--- config.mk ---
export PLATFORM = sky130hd
export DESIGN_NAME = tt2e_flat
export DESIGN_NICKNAME = d
export VERILOG_FILES = /design/src/rtl/tt2e_pkg.sv /design/src/rtl/tt2e_if.sv /design/src/rtl/tt2e_fifo.sv /design/src/rtl/tt2e.sv /design/src/flat_wrapper.sv
export SDC_FILE = /design/constraint.sdc
export NUM_CORES = 1
export LEC_CHECK = 0
export BUFFER_PORTS_ARGS = -buffer_cell sky130_fd_sc_hd__buf_2
export CAP_MARGIN = 15
export CORE_ASPECT_RATIO = 1.2
export CORE_MARGIN = 2
export CORE_UTILIZATION = 34
export CTS_BUF_LIST = sky130_fd_sc_hd__clkbuf_4 sky130_fd_sc_hd__clkbuf_8
export CTS_CLUSTER_DIAMETER = 80
export DETAILED_ROUTE_END_ITERATION = 6
export SYNTH_ARGS = -nofsm -noshare
export SYNTH_HDL_FRONTEND = slang
export SYNTH_HIERARCHICAL = 1
export SYNTH_SLANG_ARGS = --single-unit
--- constraint.sdc ---
create_clock -name i_clk -period 4.1 [get_ports i_clk]
set_input_delay 0.615 -clock i_clk [delete_from_list [all_inputs] [get_ports i_clk]]
set_output_delay 0.615 -clock i_clk [all_outputs]
set_load 0.03 [all_outputs]
--- src/rtl/tt2e_pkg.sv ---
// Shared code assignments for the 2150 keyboard path: tilt/rotate codes, EBCDIC bytes, shift state, translation.
// TT2E_PARITY_EN widens each stored entry to carry an odd-parity bit.
package tt2e_pkg;

    localparam logic [5:0] SHIFT_UP   = 6'h3C;
    localparam logic [5:0] SHIFT_DOWN = 6'h3D;
    localparam logic [5:0] TT_NL      = 6'h3E;
    localparam logic [5:0] TT_SP      = 6'h3F;

    localparam logic [7:0] E_NL = 8'h15;
    localparam logic [7:0] E_SP = 8'h40;
    localparam logic [7:0] E_A  = 8'hC1;
    localparam logic [7:0] E_a  = 8'h81;
    localparam logic [7:0] E_0  = 8'hF0;

`ifdef TT2E_PARITY_EN
    localparam int ENTRY_W = 9;
`else
    localparam int ENTRY_W = 8;
`endif

    typedef enum logic {
        ST_LOWER = 1'b0,
        ST_UPPER = 1'b1
    } shift_e;

    typedef struct packed {
        logic       valid;
        logic [7:0] data;
    } xlat_t;

    // Codes 00-08 are letters a-i, 10-19 the digit row (symbols when shifted).
    function automatic xlat_t translate(input shift_e sh, input logic [5:0] code);
        xlat_t r;
        r.valid = 1'b1;
        r.data  = 8'h00;
        if (code <= 6'h08) begin
            r.data = (sh == ST_UPPER) ? (E_A + {2'b00, code}) : (E_a + {2'b00, code});
        end else if (code >= 6'h10 && code <= 6'h19) begin
            if (sh == ST_LOWER) begin
                r.data = E_0 + {4'h0, code[3:0]};
            end else begin
                case (code[3:0])
                    4'h0:    r.data = 8'h7E;
                    4'h1:    r.data = 8'h5A;
                    4'h2:    r.data = 8'h7C;
                    4'h3:    r.data = 8'h7B;
                    4'h4:    r.data = 8'h5B;
                    4'h5:    r.data = 8'h6C;
                    4'h6:    r.data = 8'h5F;
                    4'h7:    r.data = 8'h50;
                    4'h8:    r.data = 8'h5C;
                    default: r.data = 8'h4D;
                endcase
            end
        end else if (code == TT_NL) begin
            r.data = E_NL;
        end else if (code == TT_SP) begin
            r.data = E_SP;
        end else begin
            r.valid = 1'b0;
        end
        return r;
    endfunction

endpackage

--- src/rtl/tt2e_if.sv ---
// Keyboard/channel-side signal bundle for tt2e; slave is the converter, master the surrounding logic.
// o_data_parity exists only when TT2E_PARITY_EN is defined.
interface tt2e_if;
    logic [5:0] i_kbd_code;
    logic       i_kbd_strobe;
    logic       i_rd;
    logic       i_clr_overrun;
    logic [7:0] o_data_reg;
    logic       o_data_valid;
    logic       o_upper_case_character;
    logic       o_lower_case_character;
    logic       o_overrun;
    logic       o_invalid;
`ifdef TT2E_PARITY_EN
    logic       o_data_parity;
`endif

    modport slave (
        input  i_kbd_code, i_kbd_strobe, i_rd, i_clr_overrun,
        output o_data_reg, o_data_valid, o_upper_case_character,
        output o_lower_case_character, o_overrun, o_invalid
`ifdef TT2E_PARITY_EN
        , output o_data_parity
`endif
    );

    modport master (
        output i_kbd_code, i_kbd_strobe, i_rd, i_clr_overrun,
        input  o_data_reg, o_data_valid, o_upper_case_character,
        input  o_lower_case_character, o_overrun, o_invalid
`ifdef TT2E_PARITY_EN
        , input o_data_parity
`endif
    );

endinterface

--- src/rtl/tt2e_fifo.sv ---
// First-word-fall-through FIFO, 2**AW entries; a pop frees a slot for a push in the same cycle.
// Head reads as zero while empty so the data port has a defined value after reset.
module tt2e_fifo #(
    parameter int AW = 2,
    parameter int DW = 8
) (
    input  logic          clk,
    input  logic          rst,
    input  logic          push,
    input  logic [DW-1:0] wdata,
    input  logic          pop,
    output logic [DW-1:0] rdata,
    output logic          empty,
    output logic          full
);

    localparam int DEPTH = 1 << AW;

    logic [DW-1:0] mem_q [DEPTH];
    logic [DW-1:0] mem_d [DEPTH];
    logic [AW-1:0] wr_ptr_q, wr_ptr_d;
    logic [AW-1:0] rd_ptr_q, rd_ptr_d;
    logic [AW:0]   count_q, count_d;
    logic          do_push, do_pop;

    assign empty   = (count_q == '0);
    assign full    = (count_q == (AW+1)'(DEPTH));
    assign do_pop  = pop & ~empty;
    assign do_push = push & (~full | do_pop);
    assign rdata   = empty ? '0 : mem_q[rd_ptr_q];

    always_comb begin
        mem_d = mem_q;
        if (do_push) mem_d[wr_ptr_q] = wdata;
        wr_ptr_d = wr_ptr_q + AW'(do_push);
        rd_ptr_d = rd_ptr_q + AW'(do_pop);
        count_d  = count_q + (AW+1)'(do_push) - (AW+1)'(do_pop);
    end

    always_ff @(posedge clk or posedge rst) begin
        if (rst) begin
            for (int i = 0; i < DEPTH; i++) mem_q[i] <= '0;
            wr_ptr_q <= '0;
            rd_ptr_q <= '0;
            count_q  <= '0;
        end else begin
            mem_q    <= mem_d;
            wr_ptr_q <= wr_ptr_d;
            rd_ptr_q <= rd_ptr_d;
            count_q  <= count_d;
        end
    end

endmodule

--- src/rtl/tt2e.sv ---
// 2150 keyboard converter: shift tracking, tilt/rotate to EBCDIC translation, FWFT byte FIFO.
// Build option TT2E_PARITY_EN stores odd parity with each byte and drives o_data_parity.
module tt2e
    import tt2e_pkg::*;
#(
    parameter int FIFO_AW = 2
) (
    input  logic i_clk,
    input  logic i_reset,
    tt2e_if.slave bus
);

    shift_e               shift_q, shift_d;
    logic                 xl_valid_q, xl_valid_d;
    logic [ENTRY_W-1:0]   xl_data_q, xl_data_d;
    logic                 invalid_q, invalid_d;
    logic                 overrun_q, overrun_d;
    xlat_t                xl;
    logic [ENTRY_W-1:0]   fifo_rdata;
    logic                 fifo_empty, fifo_full, fifo_pop, drop;

    assign fifo_pop = bus.i_rd & ~fifo_empty;
    assign drop     = xl_valid_q & fifo_full & ~fifo_pop;

    always_comb begin
        shift_d    = shift_q;
        xl_valid_d = 1'b0;
        xl_data_d  = xl_data_q;
        invalid_d  = 1'b0;
        xl         = translate(shift_q, bus.i_kbd_code);
        if (bus.i_kbd_strobe) begin
            if (bus.i_kbd_code == SHIFT_UP) begin
                shift_d = ST_UPPER;
            end else if (bus.i_kbd_code == SHIFT_DOWN) begin
                shift_d = ST_LOWER;
            end else if (xl.valid) begin
                xl_valid_d = 1'b1;
`ifdef TT2E_PARITY_EN
                xl_data_d  = {~^xl.data, xl.data};
`else
                xl_data_d  = xl.data;
`endif
            end else begin
                invalid_d = 1'b1;
            end
        end
        // A drop wins over a simultaneous clear so no lost character goes unreported.
        overrun_d = drop | (overrun_q & ~bus.i_clr_overrun);
    end

    always_ff @(posedge i_clk or posedge i_reset) begin
        if (i_reset) begin
            shift_q    <= ST_LOWER;
            xl_valid_q <= 1'b0;
            xl_data_q  <= '0;
            invalid_q  <= 1'b0;
            overrun_q  <= 1'b0;
        end else begin
            shift_q    <= shift_d;
            xl_valid_q <= xl_valid_d;
            xl_data_q  <= xl_data_d;
            invalid_q  <= invalid_d;
            overrun_q  <= overrun_d;
        end
    end

    tt2e_fifo #(
        .AW (FIFO_AW),
        .DW (ENTRY_W)
    ) u_fifo (
        .clk   (i_clk),
        .rst   (i_reset),
        .push  (xl_valid_q),
        .wdata (xl_data_q),
        .pop   (fifo_pop),
        .rdata (fifo_rdata),
        .empty (fifo_empty),
        .full  (fifo_full)
    );

    assign bus.o_data_reg             = fifo_rdata[7:0];
    assign bus.o_data_valid           = ~fifo_empty;
    assign bus.o_upper_case_character = (shift_q == ST_UPPER);
    assign bus.o_lower_case_character = (shift_q == ST_LOWER);
    assign bus.o_overrun              = overrun_q;
    assign bus.o_invalid              = invalid_q;
`ifdef TT2E_PARITY_EN
    assign bus.o_data_parity          = fifo_empty ? 1'b1 : fifo_rdata[8];
`endif

endmodule

--- src/flat_wrapper.sv ---
// flat-port wrapper written by rule: the top's interface ports become plain ports
module tt2e_flat import tt2e_pkg::*;
#(
    parameter int FIFO_AW = 2
)
  (i_clk, i_reset, bus_i_kbd_code, bus_i_kbd_strobe, bus_i_rd, bus_i_clr_overrun, bus_o_data_reg, bus_o_data_valid, bus_o_upper_case_character, bus_o_lower_case_character, bus_o_overrun, bus_o_invalid);
  tt2e_if bus_i ();
  input  logic i_clk;
  input  logic i_reset;
  input wire logic [$bits(bus_i.i_kbd_code)-1:0] bus_i_kbd_code;
  input wire logic [$bits(bus_i.i_kbd_strobe)-1:0] bus_i_kbd_strobe;
  input wire logic [$bits(bus_i.i_rd)-1:0] bus_i_rd;
  input wire logic [$bits(bus_i.i_clr_overrun)-1:0] bus_i_clr_overrun;
  output wire logic [$bits(bus_i.o_data_reg)-1:0] bus_o_data_reg;
  output wire logic [$bits(bus_i.o_data_valid)-1:0] bus_o_data_valid;
  output wire logic [$bits(bus_i.o_upper_case_character)-1:0] bus_o_upper_case_character;
  output wire logic [$bits(bus_i.o_lower_case_character)-1:0] bus_o_lower_case_character;
  output wire logic [$bits(bus_i.o_overrun)-1:0] bus_o_overrun;
  output wire logic [$bits(bus_i.o_invalid)-1:0] bus_o_invalid;
  assign bus_i.i_kbd_code = bus_i_kbd_code;
  assign bus_i.i_kbd_strobe = bus_i_kbd_strobe;
  assign bus_i.i_rd = bus_i_rd;
  assign bus_i.i_clr_overrun = bus_i_clr_overrun;
  assign bus_o_data_reg = bus_i.o_data_reg;
  assign bus_o_data_valid = bus_i.o_data_valid;
  assign bus_o_upper_case_character = bus_i.o_upper_case_character;
  assign bus_o_lower_case_character = bus_i.o_lower_case_character;
  assign bus_o_overrun = bus_i.o_overrun;
  assign bus_o_invalid = bus_i.o_invalid;
  tt2e #(.FIFO_AW(FIFO_AW)) u_core (.i_clk(i_clk), .i_reset(i_reset), .bus(bus_i));
endmodule
Word level (Yosys, flattened, before mapping)
Memories as Yosys holds them, arrays and structs flattened. Cells that the tools add are included. W data, S select, Z words.

Input port bits: 11. Memory bits (read-only): 96. Latch bits: 0. Output and inout port bits: 13. Register bits after elaboration: 51. Logic and storage cells: 81. Memories kept: 1. Memory bits (writable): 0.

Shift operators: 0. Equal/unequal tests: 5. Mux-type cells: 27. Divide/modulo/power cells: 0. Reductions and logical operators: 6. Bitwise operators: 17. Multiply operators: 0. Magnitude comparators: 6. $add $sub $neg: 7.

Memories: (name not given) (words 16, bits a word 6, rd ports 1, clocked after Yosys merged registers in 0, write ports 0, line tt2e_pkg.sv:43) `case (code[3:0])`.

Operators with widths (number): $mux W8 (9); $bwmux W32 (1); $eq A6 B6 Y1 const B (4); $bmux W8 S2 (1); $demux W8 S2 (1); $mux W1 (14); $add A7 B7 Y8 const A (1); $add A8 B6 Y8 const A (1); $mux W7 (1); $not A1 Y1 (7); $add A5 B5 Y6 const A (1); $and A1 B1 Y1 (6); $ge A3 B3 Y1 const B (2); $ge A6 B5 Y1 const B (1); $le A6 B4 Y1 const B (1); $le A6 B5 Y1 const B (1); $not A2 Y3 (2); $add A2 B1 Y2 (2); $reduce_and A4 Y1 (1); $add A3 B1 Y3 (1); $eq A3 B3 Y1 const B (1); $logic_not A3 Y1 (1); $lt A3 B1 Y1 const B (1); $sub A3 B1 Y3 (1); 4 further kinds (6).

Logic depth before layout (Yosys ltp)
Depth in word-level cells: 9. Gate-level depth with buffers: 9. Gate-level depth less buffers: 8.

Hierarchy
The synthesis kept the hierarchy.

Modules (own cells, without submodules): tt2e_fifo (seq. area each 975.9 µm², cells an instance 115, instances 1, area an instance 1851.8 µm²); tt2e (seq. area each 300.3 µm², cells an instance 94, instances 1, area an instance 882.1 µm²).

Least setup slack after synthesis
OpenSTA, ideal clock, no wires.

Path kind: register to register. From: register u_core.u_fifo.count_q[1]. To: register u_core.u_fifo.count_q[2]. Buffers on the path: 1. Setup time: 123 ps. Data arrival time: 2240 ps. Clock period less this slack: 2363 ps. Stages on the path, launching flop included: 10. Data required time: 3977 ps. Path slack: 1737 ps. Path through: dfrtp_1 > nor3_1 > clkbuf_1 > nor2b_1 > or3b_2 > o31ai_1 > ha_1 > fa_1 > xor2_1 > xnor2_1.

Longest elaborated chain between the ends: 8. Elaborated cells between the ends (all ways): 10.

Ends and longest elaborated chain: start: declaration (line tt2e_fifo.sv:23) `logic [AW:0] count_q, count_d;`; start signal: assignment (line tt2e_fifo.sv:50) `count_q <= count_d;`; $logic_not A3 Y1 * (line tt2e_fifo.sv:26) `assign empty = (count_q == '0);`; via u_core.fifo_empty (line tt2e.sv:20) `logic fifo_empty, fifo_full, fifo_pop, drop;`; $not A1 Y1 * (line tt2e.sv:22) `assign fifo_pop = bus.i_rd & ~fifo_empty;`; $and A1 B1 Y1 * (line tt2e.sv:22); via u_core.fifo_pop (line tt2e.sv:20); $and A1 B1 Y1 * (line tt2e_fifo.sv:28) `assign do_pop = pop & ~empty;`; $or A1 B1 Y1 (line tt2e_fifo.sv:29) `assign do_push = push & (~full | do_pop);`; $and A1 B1 Y1 (line tt2e_fifo.sv:29); $add A3 B1 Y3 (line tt2e_fifo.sv:37) `count_d = count_q + (AW+1)'(do_push) - (AW+1)'(do_pop);`; $sub A3 B1 Y3 * (line tt2e_fifo.sv:37); via u_core.u_fifo.count_d[2] (line tt2e_fifo.sv:23).

The timed path passes the listed nets; every way through them passes the cells marked *. A chain may end at the register's enable or synchronous reset.

Worst setup path in the final report
From: register u_core.u_fifo.rd_ptr_q[1]. To: output port bus_o_data_reg[1].

Longest elaborated chain between the ends: 5.

Ends and longest elaborated chain: start: declaration (line tt2e_fifo.sv:22) `logic [AW-1:0] rd_ptr_q, rd_ptr_d;`; start signal: assignment (line tt2e_fifo.sv:49) `rd_ptr_q <= rd_ptr_d;`; $not A2 Y3 (not written as such) (line tt2e_fifo.sv:30) `assign rdata = empty ? '0 : mem_q[rd_ptr_q];`; $bmux W8 S2 (line tt2e_fifo.sv:30); $mux W8 (not written as such) (2 in a row) (line tt2e_fifo.sv:30); $mux W8 (line tt2e_fifo.sv:30); end: declaration (line flat_wrapper.sv:14) `output wire logic [$bits(bus_i.o_data_reg)-1:0] bus_o_data_reg;`.

Every way passes these cells. The select of a mux whose other input is x is not followed.

==> summary.txt <==
status -> finished, violations left
violated checks -> DRC
worst min path class -> input port to asynchronous set/reset pin
Port Buffer Count -> 23
Initial Utilization -> 0.3527
Skew-Pair Late Insertion Delay -> 0.30 ns
Synth-to-Final Area Change -> 10.39%
CP Data Arrival Time -> 1.87 ns
Final nets -> 255
Synth async-reset ratio -> 1.000
CP cell instances -> mux4_2 > nor2b_1 > buf_2
Setup Total Neg Slack -> 0 ns
GR Util met1 -> 0.1562
DRC -> 2
core area -> 0.007751 sq mm
worst clock skew -> 0.009755 ns
Worst IR Drop VDD -> 184.5 uV
CTS tree -> done
I/O pins -> 24
Crit. Startpoint -> u_core/u_fifo/rd_ptr_q[1]
sequential-to-total area share from yosys stat -> 0.4668
worst reg-to-reg setup slack -> 1.74 ns
worst-margin pin slew -> 0.8684 ns
gr busiest metal -> met2
Power per Cell Area -> 646.9 mW/mm^2
GPL Wtd Cong -> 0.9239
Synth area leaders -> dfrtp_1 (47%), mux2_2 (9.9%), mux4_2 (6.6%), ha_1 (5.0%), mux2_4 (4.9%)
Detail Placement HPWL -> 3770 um
Crit Path Max Fanout -> 9
fin crit share -> 0.6066
DRT Pass-1 Iters -> 7
grt met3 use -> 0.02746
Slowest cell on crit path -> dfrtp_1
initial antenna violation count -> 0
Required @ worst endpoint -> 3.48 ns
standby leakage power -> 1.359 nW
Post-synth top flop -> dfrtp_1
htree depth -> 2
vias per cell -> 5.228
n_diodes -> 0
DRT iter0 DRCs -> 54
CP peak stage delay -> 0.67 ns
share of layout cells above drive strength 1 -> 0.3519
Max Root-Sink Buffers -> 2
CTS Buf Count -> 5
Setup crit start kind -> register
Inst Count DP -> 317
Overflow after GRT -> 0
kind of critical path -> register to output pin
GR Layer Usage met2 -> 0.2175
wire length per cell -> 15.64 um
Non-Filler Instances -> 325
Gate Count Post-Synth -> 209
Cell Area, Synth -> 0.002734 sq mm
die area -> 0.008777 sq mm
first-pass GRT wire length -> 8556 um
routed vias -> 1,699
endpoint of the worst register-to-register path -> u_core/u_fifo/count_q[2]
Gates resized, CTS repair -> 0
Worst Setup End Kind -> output pin
Crit path max-delay family -> flip-flops
flops & latches, synth -> 51
timing endpoint of the critical path -> bus_o_data_reg[1]
Tmin final -> 2.487 ns
site row count -> 35
max-slew violations -> 0
vias in the first global route -> 1,716
CTS root buffer -> clkbuf_8
area leader, netlist -> dfrtp_1
All-Layer GR Usage -> 0.1252
EDFF count, synth -> 0
CTS sink cnt -> 51
final-report hold violation count -> 0
ANT nets after route -> 0
die span in x -> 85.86 um
endpoints failing setup -> 0
max_slew headroom -> 0.4205
fmax -> 402.1 MHz
top cell type's share of synthesized area -> 0.4668
Max Cap Viol -> 0
Distinct cells, synth -> 49
YS warnings -> 6
reg2reg start -> u_core/u_fifo/count_q[1]
Die Span Y -> 102.2 um
R2R depth -> 8
WP depth -> 3
setup bufs post-CTS -> 0
Mapped Nets -> 232
Worst Path Buf+Inv -> 1
Routed WL -> 5083 um
largest net degree at the start of global routing -> 24
syn_area_per_cell -> 13.08 sq um
Post-CTS Hold Buffers -> 0
RSZ-0062 raised after global routing -> no
clock transition at the registers of the reported paths -> 0.10 ns
## how the worst min path moves through the flow
| stage | endpoint | slack, ns | cells past startpoint | startpoint |
|---|---|---|---|---|
| floorplan | u_core/bus.o_invalid | 0.48 | 1 | i_reset |
| global placement | u_core/u_fifo/mem_q[14] | 0.48 | 1 | u_core/u_fifo/mem_q[14] |
| detailed placement | u_core/u_fifo/mem_q[16] | 0.49 | 1 | u_core/u_fifo/mem_q[16] |
| CTS | u_core/bus.o_overrun | 0.33 | 2 | i_reset |
| global route | u_core/bus.o_overrun | 0.36 | 2 | i_reset |
| finish | u_core/bus.o_overrun | 0.33 | 2 | i_reset |
## kinds of logic after synthesis
logic type,count (synthesis),share of synthesized area
DFF,51,0.4668
muxes,43,0.2220
and+or+nand+nor,39,0.09794
AOI/OAI and AO/OA,38,0.1053
buffers and inverters,22,0.03753
adders and majority gates,12,0.05767
xor gates and xnor gates,4,0.01282
## registers in the layout (all words and copies together) (netlist names)
signal	flops
u_core/bus.o_upper_case_character	1
u_core/u_fifo/mem_q	32
u_core/bus.o_overrun	1
u_core/bus.o_invalid	1
u_core/u_fifo/count_q	3
u_core/xl_valid_q	1
u_core/u_fifo/wr_ptr_q	2
u_core/xl_data_q	8
u_core/u_fifo/rd_ptr_q	2
## through the flow
stage	hold slack [ns]	setup slack [ns]	cell area (sq um)	util	total power, mW
2_1_floorplan	0.4752	1.737	2734	-	1.489
3_3_place_gp	0.4840	1.617	2925	0.3774	1.666
3_5_place_dp	0.4908	1.520	2925	0.3774	1.686
4_1_cts	0.3266	1.557	3018	0.3893	1.985
5_1_grt	0.3586	1.500	3018	0.3893	2.085
6_report	0.3271	1.613	3018	0.3893	1.952
## cell usage after synthesis (2+ instances only)
master / instances
nor4b_4: 2
xor2_1: 3
mux2_4: 9
mux2_2: 24
nand2_1: 4
and4_1: 2
o21ai_0: 5
nand2b_1: 2
o21ai_1: 4
mux4_2: 8
o21a_1: 4
o22ai_1: 2
nor2b_1: 12
a21oi_1: 6
buf_6: 2
ha_1: 11
clkbuf_1: 3
dfrtp_1: 51
nor2_1: 8
inv_1: 12
a31oi_1: 4
buf_2: 4
## power by group
part | internal (mW) | switching (mW)
logic | 0.414 | 0.359
registers | 0.701 | 0.185
clock network | 0.122 | 0.170
total | 1.24 | 0.715
## area by class of cell
cell class                      instances  area [sq um]
Multi-Input combinational cell        136          1355
Tap cell                               92         115.1
Clock buffer                            5         68.82
Timing Repair Buffer                   25         130.1
Sequential cell                        51          1276
Inverter                               13         48.80
Fill cell                             735          4733
Clock inverter                          3         23.77
## metal layers
metal / vias to the layer above / routed length [um]
li1: 810 / -
met3: 8 / 226
met4: 0 / 81
met2: 44 / 2475
met1: 837 / 2299
met5: - / 0
## cells in the final DEF, fill, tap and decap left out, types with 2 or more instances in the layout
| master | instances |
|---|---|
| buf_2 | 23 |
| dfrtp_1 | 51 |
| and4_1 | 2 |
| a21oi_1 | 6 |
| mux2_2 | 24 |
| nand2_1 | 4 |
| o21ai_0 | 5 |
| o21ai_1 | 4 |
| nand2b_1 | 2 |
| mux2_4 | 9 |
| nor2b_1 | 12 |
| o21a_1 | 4 |
| xor2_1 | 3 |
| ha_1 | 11 |
| clkbuf_8 | 5 |
| mux4_2 | 8 |
| nor4b_4 | 2 |
| clkinvlp_4 | 2 |
| inv_1 | 12 |
| a31oi_1 | 4 |
| o22ai_1 | 2 |
| buf_4 | 2 |
| nor2_1 | 8 |
No activity file was read; power rests on OpenSTA's default activity.
